File: src/rtl/ioff_cfg_pkg.sv
// ioff_cfg_pkg: shared state type and default chain length for the IOFF scan controller
package ioff_cfg_pkg;
  localparam int IOFF_CHAIN_LEN_DEFAULT = 16;
  typedef enum logic [2:0] {IDLE, SHIFT_IN, CAPTURE, SHIFT_OUT, FINISH} ioff_scan_state_t;
endpackage

File: src/rtl/ioff_scan_shreg.sv
// ioff_scan_shreg: parallel-load shift register with saturating shift counter
module ioff_scan_shreg
  import ioff_cfg_pkg::*;
#(
  parameter int CHAIN_LEN = IOFF_CHAIN_LEN_DEFAULT,
  localparam int CNT_W = $clog2(CHAIN_LEN + 1)
) (
  input  logic                 prog_clk,
  input  logic                 pReset,
  input  logic                 load,
  input  logic                 clr,
  input  logic                 shift,
  input  logic                 si,
  input  logic [CHAIN_LEN-1:0] load_data,
  output logic                 so,
  output logic [CHAIN_LEN-1:0] q,
  output logic [CNT_W-1:0]     count,
  output logic                 count_done
);
  assign so = q[CHAIN_LEN-1];
  assign count_done = count == CNT_W'(CHAIN_LEN);
  // Shifting stops once the count saturates, so the counter can never wrap
  always_ff @(posedge prog_clk)
    if (pReset) begin
      q <= '0;
      count <= '0;
    end else if (load) begin
      q <= load_data;
      count <= '0;
    end else if (shift && !count_done) begin
      q <= {q[CHAIN_LEN-2:0], si};
      count <= count + 1'b1;
    end else if (clr)
      count <= '0;
endmodule

File: src/rtl/ioff_scan_ctrl.sv
// ioff_scan_ctrl: IOFF scan-chain load/unload controller
// IOFF_SCAN_CAPTURE_EN adds a CAPTURE cycle and a SHIFT_OUT pass so unload_data holds captured D values.
module ioff_scan_ctrl
  import ioff_cfg_pkg::*;
#(
  parameter int CHAIN_LEN = IOFF_CHAIN_LEN_DEFAULT,
  localparam int CNT_W = $clog2(CHAIN_LEN + 1)
) (
  input  logic                 prog_clk,
  input  logic                 pReset,
  input  logic                 start,
  input  logic                 abort,
  input  logic [CHAIN_LEN-1:0] load_data,
  input  logic                 scan_so,
  output logic                 scan_en,
  output logic                 scan_si,
  output logic [CHAIN_LEN-1:0] unload_data,
  output logic                 busy,
  output logic                 done
);
  ioff_scan_state_t state;
  logic [CHAIN_LEN-1:0] q;
  logic [CNT_W-1:0] count;
  logic count_done, so, shifting, last;
  assign shifting = state == SHIFT_IN || state == SHIFT_OUT;
  assign scan_en = shifting;
  assign scan_si = state == SHIFT_IN && so;
  assign busy = state != IDLE;
  // The shift on this edge is the CHAIN_LEN-th one
  assign last = count == CNT_W'(CHAIN_LEN - 1);
  ioff_scan_shreg #(.CHAIN_LEN(CHAIN_LEN)) u_shreg (
    .prog_clk   (prog_clk),
    .pReset     (pReset),
    .load       (state == IDLE && start && !abort),
    .clr        (state == CAPTURE),
    .shift      (shifting && !abort),
    .si         (scan_so),
    .load_data  (load_data),
    .so         (so),
    .q          (q),
    .count      (count),
    .count_done (count_done)
  );
  always_ff @(posedge prog_clk)
    if (pReset) begin
      state <= IDLE;
      unload_data <= '0;
      done <= 1'b0;
    end else begin
      done <= 1'b0;
      if (abort)
        state <= IDLE;
      else
        case (state)
          IDLE: if (start) state <= SHIFT_IN;
`ifdef IOFF_SCAN_CAPTURE_EN
          SHIFT_IN: if (last) state <= CAPTURE;
          CAPTURE: state <= SHIFT_OUT;
          SHIFT_OUT: if (last) state <= FINISH;
`else
          SHIFT_IN: if (last) state <= FINISH;
`endif
          FINISH: begin
            state <= IDLE;
            unload_data <= q;
            done <= 1'b1;
          end
          default: state <= IDLE;
        endcase
    end
endmodule
File: config.mk
export PLATFORM = sky130hd
export DESIGN_NAME = ioff_scan_ctrl
export DESIGN_NICKNAME = d
export VERILOG_FILES = /design/src/rtl/ioff_cfg_pkg.sv /design/src/rtl/ioff_scan_shreg.sv /design/src/rtl/ioff_scan_ctrl.sv
export SDC_FILE = /design/constraint.sdc
export NUM_CORES = 1
export LEC_CHECK = 0
export ABC_AREA = 1
export CAP_MARGIN = 0
export CORE_ASPECT_RATIO = 1.1
export CORE_MARGIN = 5
export CORE_UTILIZATION = 55
export DETAILED_ROUTE_END_ITERATION = 8
export GPL_TIMING_DRIVEN = 0
export PLACE_DENSITY_LB_ADDON = 0.2
export SYNTH_ARGS = -nofsm -noshare
export SYNTH_HDL_FRONTEND = slang
export SYNTH_HIERARCHICAL = 1
export SYNTH_SLANG_ARGS = --single-unit
File: constraint.sdc
create_clock -name prog_clk -period 3.9 [get_ports prog_clk]
set_input_delay 0.78 -clock prog_clk [delete_from_list [all_inputs] [get_ports prog_clk]]
set_output_delay 0.78 -clock prog_clk [all_outputs]
set_load 0.03 [all_outputs]
# Word level (Yosys, flattened, before mapping)

Cells that the tools add are included.

Word-level logic and storage cells: 39
Output and inout port bits: 20
Register bits after elaboration: 41

Add/subtract/negate cells: 1
Bitwise logic cells: 1
Muxes and demuxes: 8
Reduce and logical (&&, ||, !) cells: 16
Equality and inequality tests: 8

Operator list:

| kind                                           | number |
|---|---|
| 2-to-1 mux 16 bit                              | 2 |
| 2-to-1 mux 5 bit                               | 2 |
| == test 3 x 2 -> 1 bit (second input constant) | 2 |
| 2-to-1 mux 3 bit                               | 2 |
| case mux 3 bit (2 select lines)                | 1 |
| adder 5 x 1 -> 5 bit (second input constant)   | 1 |
| == test 5 x 4 -> 1 bit (second input constant) | 1 |
| == test 5 bit (second input constant)          | 1 |
| logical AND 1 bit                              | 5 |
| != test 2 bit (second input constant)          | 2 |
| AND reduction 2 bit                            | 2 |
| nonzero test 2 bit                             | 2 |
| OR reduction 2 bit                             | 2 |
| == test 3 x 1 -> 1 bit (second input constant) | 1 |
| == test 3 bit (second input constant)          | 1 |
| zero test 3 bit                                | 1 |
| nonzero test 3 bit                             | 1 |
| zero test 1 bit                                | 2 |
| logical OR 1 bit                               | 1 |
| 2-to-1 mux 1 bit                               | 1 |
| inverter 1 bit                                 | 1 |

# Longest topological paths before layout

Gate-level depths: netlist (run 1).

Depth in word-level cells: 6
Gate-level depth with buffers: 11
Depth with buffers taken out: 10

# Hierarchy

The synthesis (run 1) kept the hierarchy.

Modules (own cells, without submodules):

| module          | area each (um^2) | instances | cells an instance |
|---|---|---|---|
| ioff_scan_shreg | 1152.4           | 1         | 173 |
| ioff_scan_ctrl  | 910.9            | 1         | 134 |

# Worst setup path after synthesis (run 1)

No wires, ideal clock.

Kind: register -> output
From: register state[2]
To: output port scan_si
Cell stages (with the launch flop): 5
Slack: 2.162 ns
Path buffers: 1
Arrival: 0.958 ns
Cells stage by stage: dfxtp_1 > buf_6 > inv_2 > nand2_1 > nor2_1

Word-level cells in the longest chain between the ends: 2

Ends and longest elaborated chain:

| element                  | RTL line             | source |
|---|---|---|
| start: declaration       | ioff_scan_ctrl.sv:21 | `ioff_scan_state_t state;` |
| start signal: assignment | ioff_scan_ctrl.sv:46 | `state <= IDLE;` |
| start signal: assignment | ioff_scan_ctrl.sv:52 | `state <= IDLE;` |
| start signal: assignment | ioff_scan_ctrl.sv:55 | `IDLE: if (start) state <= SHIFT_IN;` |
| == test 3 x 1 -> 1 bit   | ioff_scan_ctrl.sv:27 | `assign scan_si = state == SHIFT_IN && so;` |
| logical AND 1 bit        | ioff_scan_ctrl.sv:27 |  |
| end: declaration         | ioff_scan_ctrl.sv:16 | `output logic scan_si,` |

No other way between the ends.

# Final worst setup path (run 1)

Same ends and word-level chain as after synthesis.

==> reports/qor.log, run 1 <==
[outcome] outcome complete, no violations
[grt] all-layer global routing usage 19.9%
[worst_setup_path] startpoint of the worst register-to-register path state[2]
[final_layout] Layout Area Growth over Synthesis 27.9%
[floorplanning] count of standard-cell rows 23
[pwr] combinational fraction of design power 12.5%
[pwr] Switch Pwr 212 uW
[routing] Routed met1 length 2020 um
[grt] pin count of the biggest net entering global routing 14
[floorplanning] die area 0.00507 sq mm
[clocking] hold_buf cts 0
[pwr] internal power summed over all cells 654 uW
[final_layout] fillers 315
[placed_design] last weighted congestion value of the routability-driven placer 0.820
[final_layout] most common cell after layout, fill and taps aside nand2_1
[clocking] Resized Gates After CTS 0
[pwr] switching share of power 24.5%
[pwr] Pleak 1.09 nW
[routing] Pre-antenna DRT Iters 4
[floorplanning] die width 68.3 um
[worst_setup_path] arrival time at the worst endpoint 1.64 ns
[min_path] class of the most critical hold timing path reg2reg
[worst_setup_path] critical path endpoint category output port
[final_layout] final design area excluding fillers 0.00263 sq mm
[clocking] total CTS buffers 5
[worst_setup_path] slowest cell on the critical path clkdlybuf4s50_1
[worst_setup_path] worst reg2reg path depth 10
[clocking] number of sinks handled by clock tree synthesis 40
[routing] final routed wire length divided by cell count 11.3 um
[pwr] part of the total power dissipated in sequential elements 48.8%
[worst_setup_path] Critical Path Start state[2]
[worst_setup_path] CP endpoint scan_si
[routing] met3 WL post-DR 293 um
[routing] number of vias per cell 5.01
[worst_setup_path] sequence of cells on the critical path buf_6 > inv_2 > nand2_1 > nor2_1 > clkdlybuf4s50_1
[routing] drc violations 0
[floorplanning] overall die height 74.2 um
[sta] Worst Skew 0.00612 ns
[grt] leftover overflow at the end of global routing 0
[sta] final setup violation count 0
[floorplanning] CORE AREA 0.00363 sq mm
[routing] initial DRC count 122
[final_layout] most used cells in the layout excluding fill and tap cells nand2_1 (95), dfxtp_1 (40), clkdlybuf4s50_1 (40)
[pwr] power density cells 329 mW/mm^2
[grt] via count of the first global-routing pass 1753
[logic_synthesis] Synthesized Nets 329
[logic_synthesis] synthesized area per cell 6.73 sq um
[clocking] Clock transition at path regs 0.08 ns
[sta] Sum Neg Setup Slack 0 ns
[worst_setup_path] kind of cell adding the most delay to the critical path buffers and inverters
[grt] antenna violations before repair 0
[grt] wire length of the first global-routing pass 7780 um
[worst_setup_path] worst reg2reg setup slack 2.23 ns
[routing] uppermost layer routed met4
[pwr] overall power consumption 866 uW
[clocking] clock insertion delay at the later pin of the skew report 0.29 ns
[sta] fin crit period 2.42 ns
[clocking] clock root buffer clkbuf_8
[worst_setup_path] Worst EP required 3.12 ns
[worst_setup_path] R2R Path End u_shreg/q[7]
[placed_design] HPWL after detailed placement 3350 um
[floorplanning] starting density of the core 56.8%
[placed_design] IO buf count 40
[clocking] CTS tree yes
[pwr] Peak VDD IR 0.208 mV
[logic_synthesis] Synth Cell Area 0.00206 sq mm
[sta] final hold violations 0
[routing] met2 routed WL 2120 um
[worst_setup_path] Critical Path Start Type register
[logic_synthesis] warnings from Yosys 6
[routing] final WL 4550 um
[placed_design] Cell Area, Placed 0.00252 sq mm
[worst_setup_path] instance count on the critical path 5
[clocking] maximum buffer depth of the clock tree 2
[clocking] Post-CTS Setup Bufs 0
[sta] RSZ-0062 raised after global routing no
[worst_setup_path] peak per-stage delay on the critical path 0.67 ns
[routing] count of nets left with antenna violations after detail routing 0
[final_layout] fraction of layout cells with a size suffix above 1 9.32%
[min_path] WHS Path Cells 2
[worst_setup_path] buffering stage count on the worst path with inverters included 3
[logic_synthesis] count of mapped cells out of synthesis 306
[sta] number of max-slew violations in the final report 0
[worst_setup_path] start-to-end type of the worst setup path reg2out
[pwr] clock power share 38.7%
[sta] final period utilization 62.1%
[floorplanning] I/O pin cnt 41
[worst_setup_path] biggest fanout along the worst timing path 7
[sta] maximum frequency from static timing analysis 413 MHz
[clocking] H-Tree Depth 2
[final_layout] count of inserted antenna diode cells 0
[final_layout] layout net count 376
[routing] overall via count from detail_route 2023
[job] reported max-cap violation count 0
layout make-up:
type	count	area, sq um	area share, %
Clock buffer	5	68.8	2.61
Sequential cell	40	801	30.4
Inverter	35	131	4.99
Timing Repair Buffer	40	400	15.2
Tap cell	50	62.6	2.38
Buffer	19	178	6.75
Multi-Input combinational cell	212	950	36.1
Clock inverter	3	42.5	1.62
registers in the layout, indices dropped and copies added (netlist names):
name / cells
u_shreg/count: 5
done: 1
unload_data: 16
u_shreg/q: 16
state: 2
tightest hold or removal path, stage by stage, from the launching register on:
cell     delay [ns]
dfxtp_1        0.33
a21oi_1        0.04
nor2_1         0.08
metrics by stage:
| step | setup WS (ns) | hold WS [ns] | std cells | util [%] |
|---|---|---|---|---|
| detailed placement | 1.48 | 0.467 | 396 | 69.6 |
| finish | 1.48 | 0.485 | 404 | 72.6 |
| global placement | 1.52 | 0.458 | 396 | 69.6 |
| global route | 1.41 | 0.508 | 404 | 72.6 |
| floorplan | 2.16 | 0.465 | 306 | - |
| CTS | 1.47 | 0.487 | 404 | 72.6 |
layer usage:
layer  up-vias  track usage (%)
met5         -                0
met4         0             9.71
met3        12             3.32
met2        72             31.2
met1       893             26.4
li1       1046                -
worst min path at each step:
stage                    start              end  slack, ns
3_3_place_gp    unload_data[7]   unload_data[7]       0.46
6_report        unload_data[3]   unload_data[3]       0.48
5_1_grt        unload_data[13]  unload_data[13]       0.51
4_1_cts        unload_data[15]  unload_data[15]       0.49
3_5_place_dp   unload_data[15]  unload_data[15]       0.47
2_1_floorplan     u_shreg/q[0]     u_shreg/q[0]       0.47
power by group through the flow:
stage	sequential, mW	combinational, mW	clock, mW
2_1_floorplan	0.430	0.0679	0
3_3_place_gp	0.432	0.106	0
3_5_place_dp	0.432	0.107	0
4_1_cts	0.423	0.108	0.339
5_1_grt	0.424	0.120	0.360
6_report	0.423	0.108	0.335
Power figures use the tool's default switching activity.
==> run 2, diff against run 1 <==
- CORE_UTILIZATION: 55 -> 46
- clock period: 3.9 -> 2 ns (I/O delays scaled with it)
==> reports/qor.log, run 2 (synthesized netlist as in run 1, its figures left out) <==
[outcome] outcome complete, no violations
[sta] worst setup slack after layout 0.0734 ns [-1.40 ns]
[pwr] power density cells 722 mW/mm^2 [+120%]
[floorplanning] overall die height 80.2 um [+8.1%]
[clocking] H-Tree Depth 2 [unchanged]
[clocking] Clock transition at path regs 0.07 ns [about the same]
[sta] RSZ-0062 raised after global routing no
[job] reported max-cap violation count 0 [unchanged]
[pwr] Switch Pwr 409 uW [+93%]
[placed_design] setup slack after placement -0.0157 ns [-1.50 ns]
[sta] Sum Neg Setup Slack 0 ns [unchanged]
[floorplanning] count of standard-cell rows 25 [+8.7%]
[clocking] clock root buffer clkbuf_8
[sta] final hold violations 0 [unchanged]
[final_layout] Layout Area Growth over Synthesis 30.3%
[routing] count of nets left with antenna violations after detail routing 0 [unchanged]
[routing] final WL 4590 um [+0.88%]
[final_layout] layout net count 376 [unchanged]
[final_layout] count of inserted antenna diode cells 0 [unchanged]
[min_path] WHS Path Cells 2 [unchanged]
[clocking] Post-CTS Setup Bufs 0 [unchanged]
[worst_setup_path] start-to-end type of the worst setup path reg2out
[clocking] total CTS buffers 5 [unchanged]
[clocking] maximum buffer depth of the clock tree 2 [unchanged]
[grt] wire length of the first global-routing pass 7920 um [+1.9%]
[worst_setup_path] biggest fanout along the worst timing path 4 [-3]
[worst_setup_path] slowest cell on the critical path clkdlybuf4s50_1
[worst_setup_path] Critical Path Start Type register
[routing] initial DRC count 96 [-21%]
[final_layout] largest registers u_shreg/q (16), unload_data (16), u_shreg/count (5)
[grt] pin count of the biggest net entering global routing 14 [unchanged]
[placed_design] last weighted congestion value of the routability-driven placer 0.834 [+1.6%]
[routing] final routed wire length divided by cell count 11.3 um [-0.11%]
[final_layout] most used cells in the layout excluding fill and tap cells nand2_1 (95), dfxtp_1 (40), clkdlybuf4s50_1 (38)
[worst_setup_path] worst reg2reg path depth 10 [unchanged]
[final_layout] fraction of layout cells with a size suffix above 1 9.32% [unchanged]
[worst_setup_path] arrival time at the worst endpoint 1.53 ns [-0.11 ns]
[routing] drc violations 0 [unchanged]
[grt] leftover overflow at the end of global routing 0 [unchanged]
[pwr] internal power summed over all cells 1.53 mW [+130%]
[clocking] number of sinks handled by clock tree synthesis 40 [unchanged]
[sta] maximum frequency from static timing analysis 519 MHz
[floorplanning] die width 73.8 um [+8.0%]
[pwr] Pleak 1.13 nW [+3.0%]
[worst_setup_path] critical path endpoint category output port
[pwr] clock power share 46.8% [+8.1 points]
[grt] antenna violations before repair 0 [unchanged]
[floorplanning] CORE AREA 0.00432 sq mm [+19%]
[sta] final period utilization 96.3%
[placed_design] HPWL after detailed placement 3340 um [-0.17%]
[grt] all-layer global routing usage 17.0% [-2.8 points]
[pwr] combinational fraction of design power 10.7% [-1.8 points]
[worst_setup_path] worst reg2reg setup slack 0.34 ns [-1.89 ns]
[routing] overall via count from detail_route 1940 [-4.1%]
[sta] number of max-slew violations in the final report 0 [unchanged]
[pwr] part of the total power dissipated in sequential elements 42.5% [-6.3 points]
[worst_setup_path] Worst EP required 1.60 ns [-1.52 ns]
[routing] number of vias per cell 4.75 [-5.0%]
[clocking] hold_buf cts 0 [unchanged]
[routing] Pre-antenna DRT Iters 5 [+1]
[clocking] CTS tree yes
[sta] fin crit period 1.93 ns
[sta] worst slack on hold paths 0.485 ns [+0.0000400 ns]
[sta] final setup violation count 0 [unchanged]
[pwr] Peak VDD IR 0.397 mV [+90%]
[worst_setup_path] peak per-stage delay on the critical path 0.66 ns [about the same]
[floorplanning] die area 0.00592 sq mm [+17%]
[clocking] clock insertion delay at the later pin of the skew report 0.29 ns [about the same]
[pwr] switching share of power 21.1% [-3.4 points]
[min_path] class of the most critical hold timing path reg2reg
[floorplanning] I/O pin cnt 41 [unchanged]
[final_layout] Final Util 62.2% [-10 points]
[worst_setup_path] sequence of cells on the critical path nor2_1 > inv_1 > clkdlybuf4s50_1
[final_layout] most common cell after layout, fill and taps aside nand2_1
[floorplanning] starting density of the core 47.7% [-9.1 points]
[sta] Worst Skew 0.00745 ns [+0.00133 ns]
[grt] via count of the first global-routing pass 1760 [+0.40%]
[placed_design] IO buf count 40 [unchanged]
-- run 2: power groups by stage --
| stage | Clock [mW] | Combinational [mW] | Sequential [mW] |
|---|---|---|---|
| 6_report | 0.907 | 0.207 | 0.824 |
| 2_1_floorplan | 0 | 0.132 | 0.839 |
| 3_3_place_gp | 0 | 0.207 | 0.843 |
| 3_5_place_dp | 0 | 0.208 | 0.843 |
| 5_1_grt | 0.970 | 0.233 | 0.827 |
| 4_1_cts | 0.924 | 0.208 | 0.824 |
-- run 2: layer usage --
layer | track usage [%] | wire length [um] | vias up
li1 | - | - | 1040
met1 | 23.2 | 2190 | 841
met2 | 26.7 | 2040 | 51
met3 | 3.75 | 282 | 8
met4 | 4.89 | 70 | 0
met5 | 0 | 0 | -
-- run 2: worst max-delay path: cells and delay by family, from the launching register on --
kind                   cells  cell delay, ns
buffers and inverters      2            0.72
flip-flops                 1            0.43
AND/OR/NAND/NOR            1            0.09
-- run 2: layout make-up --
cell class                 instances  area (sq um)
inverter                          35           131
timing repair buffer              40           398
sequential                        40           801
clock inverter                     3          90.1
buffer                            19           178
clock buffer                       5          68.8
multi-input combinational        212           950
fill                             422          1630
tap                               54          67.6
-- run 2: final timing paths --
path,startpoint,endpoint
setup / recovery,state[0],busy
hold / removal,unload_data[9],unload_data[9]
setup reg to reg,state[2],u_shreg/q[6]
hold reg to reg,unload_data[9],unload_data[9]
-- run 2: what timing repair did --
| item | 4_1_cts | 5_1_grt |
|---|---|---|
| endpoints found under the hold margin | 0 | 0 |
| setup endpoints to repair | 2 | 0 |
| gates resized for setup | 2 | 0 |
-- run 2: through the flow --
step	cells	total power, mW	area (sq um)
detailed placement	400	1.05	2530
floorplan	306	0.972	2060
global route	408	2.03	2680
CTS	408	1.96	2680
global placement	400	1.05	2530
finish	408	1.94	2680
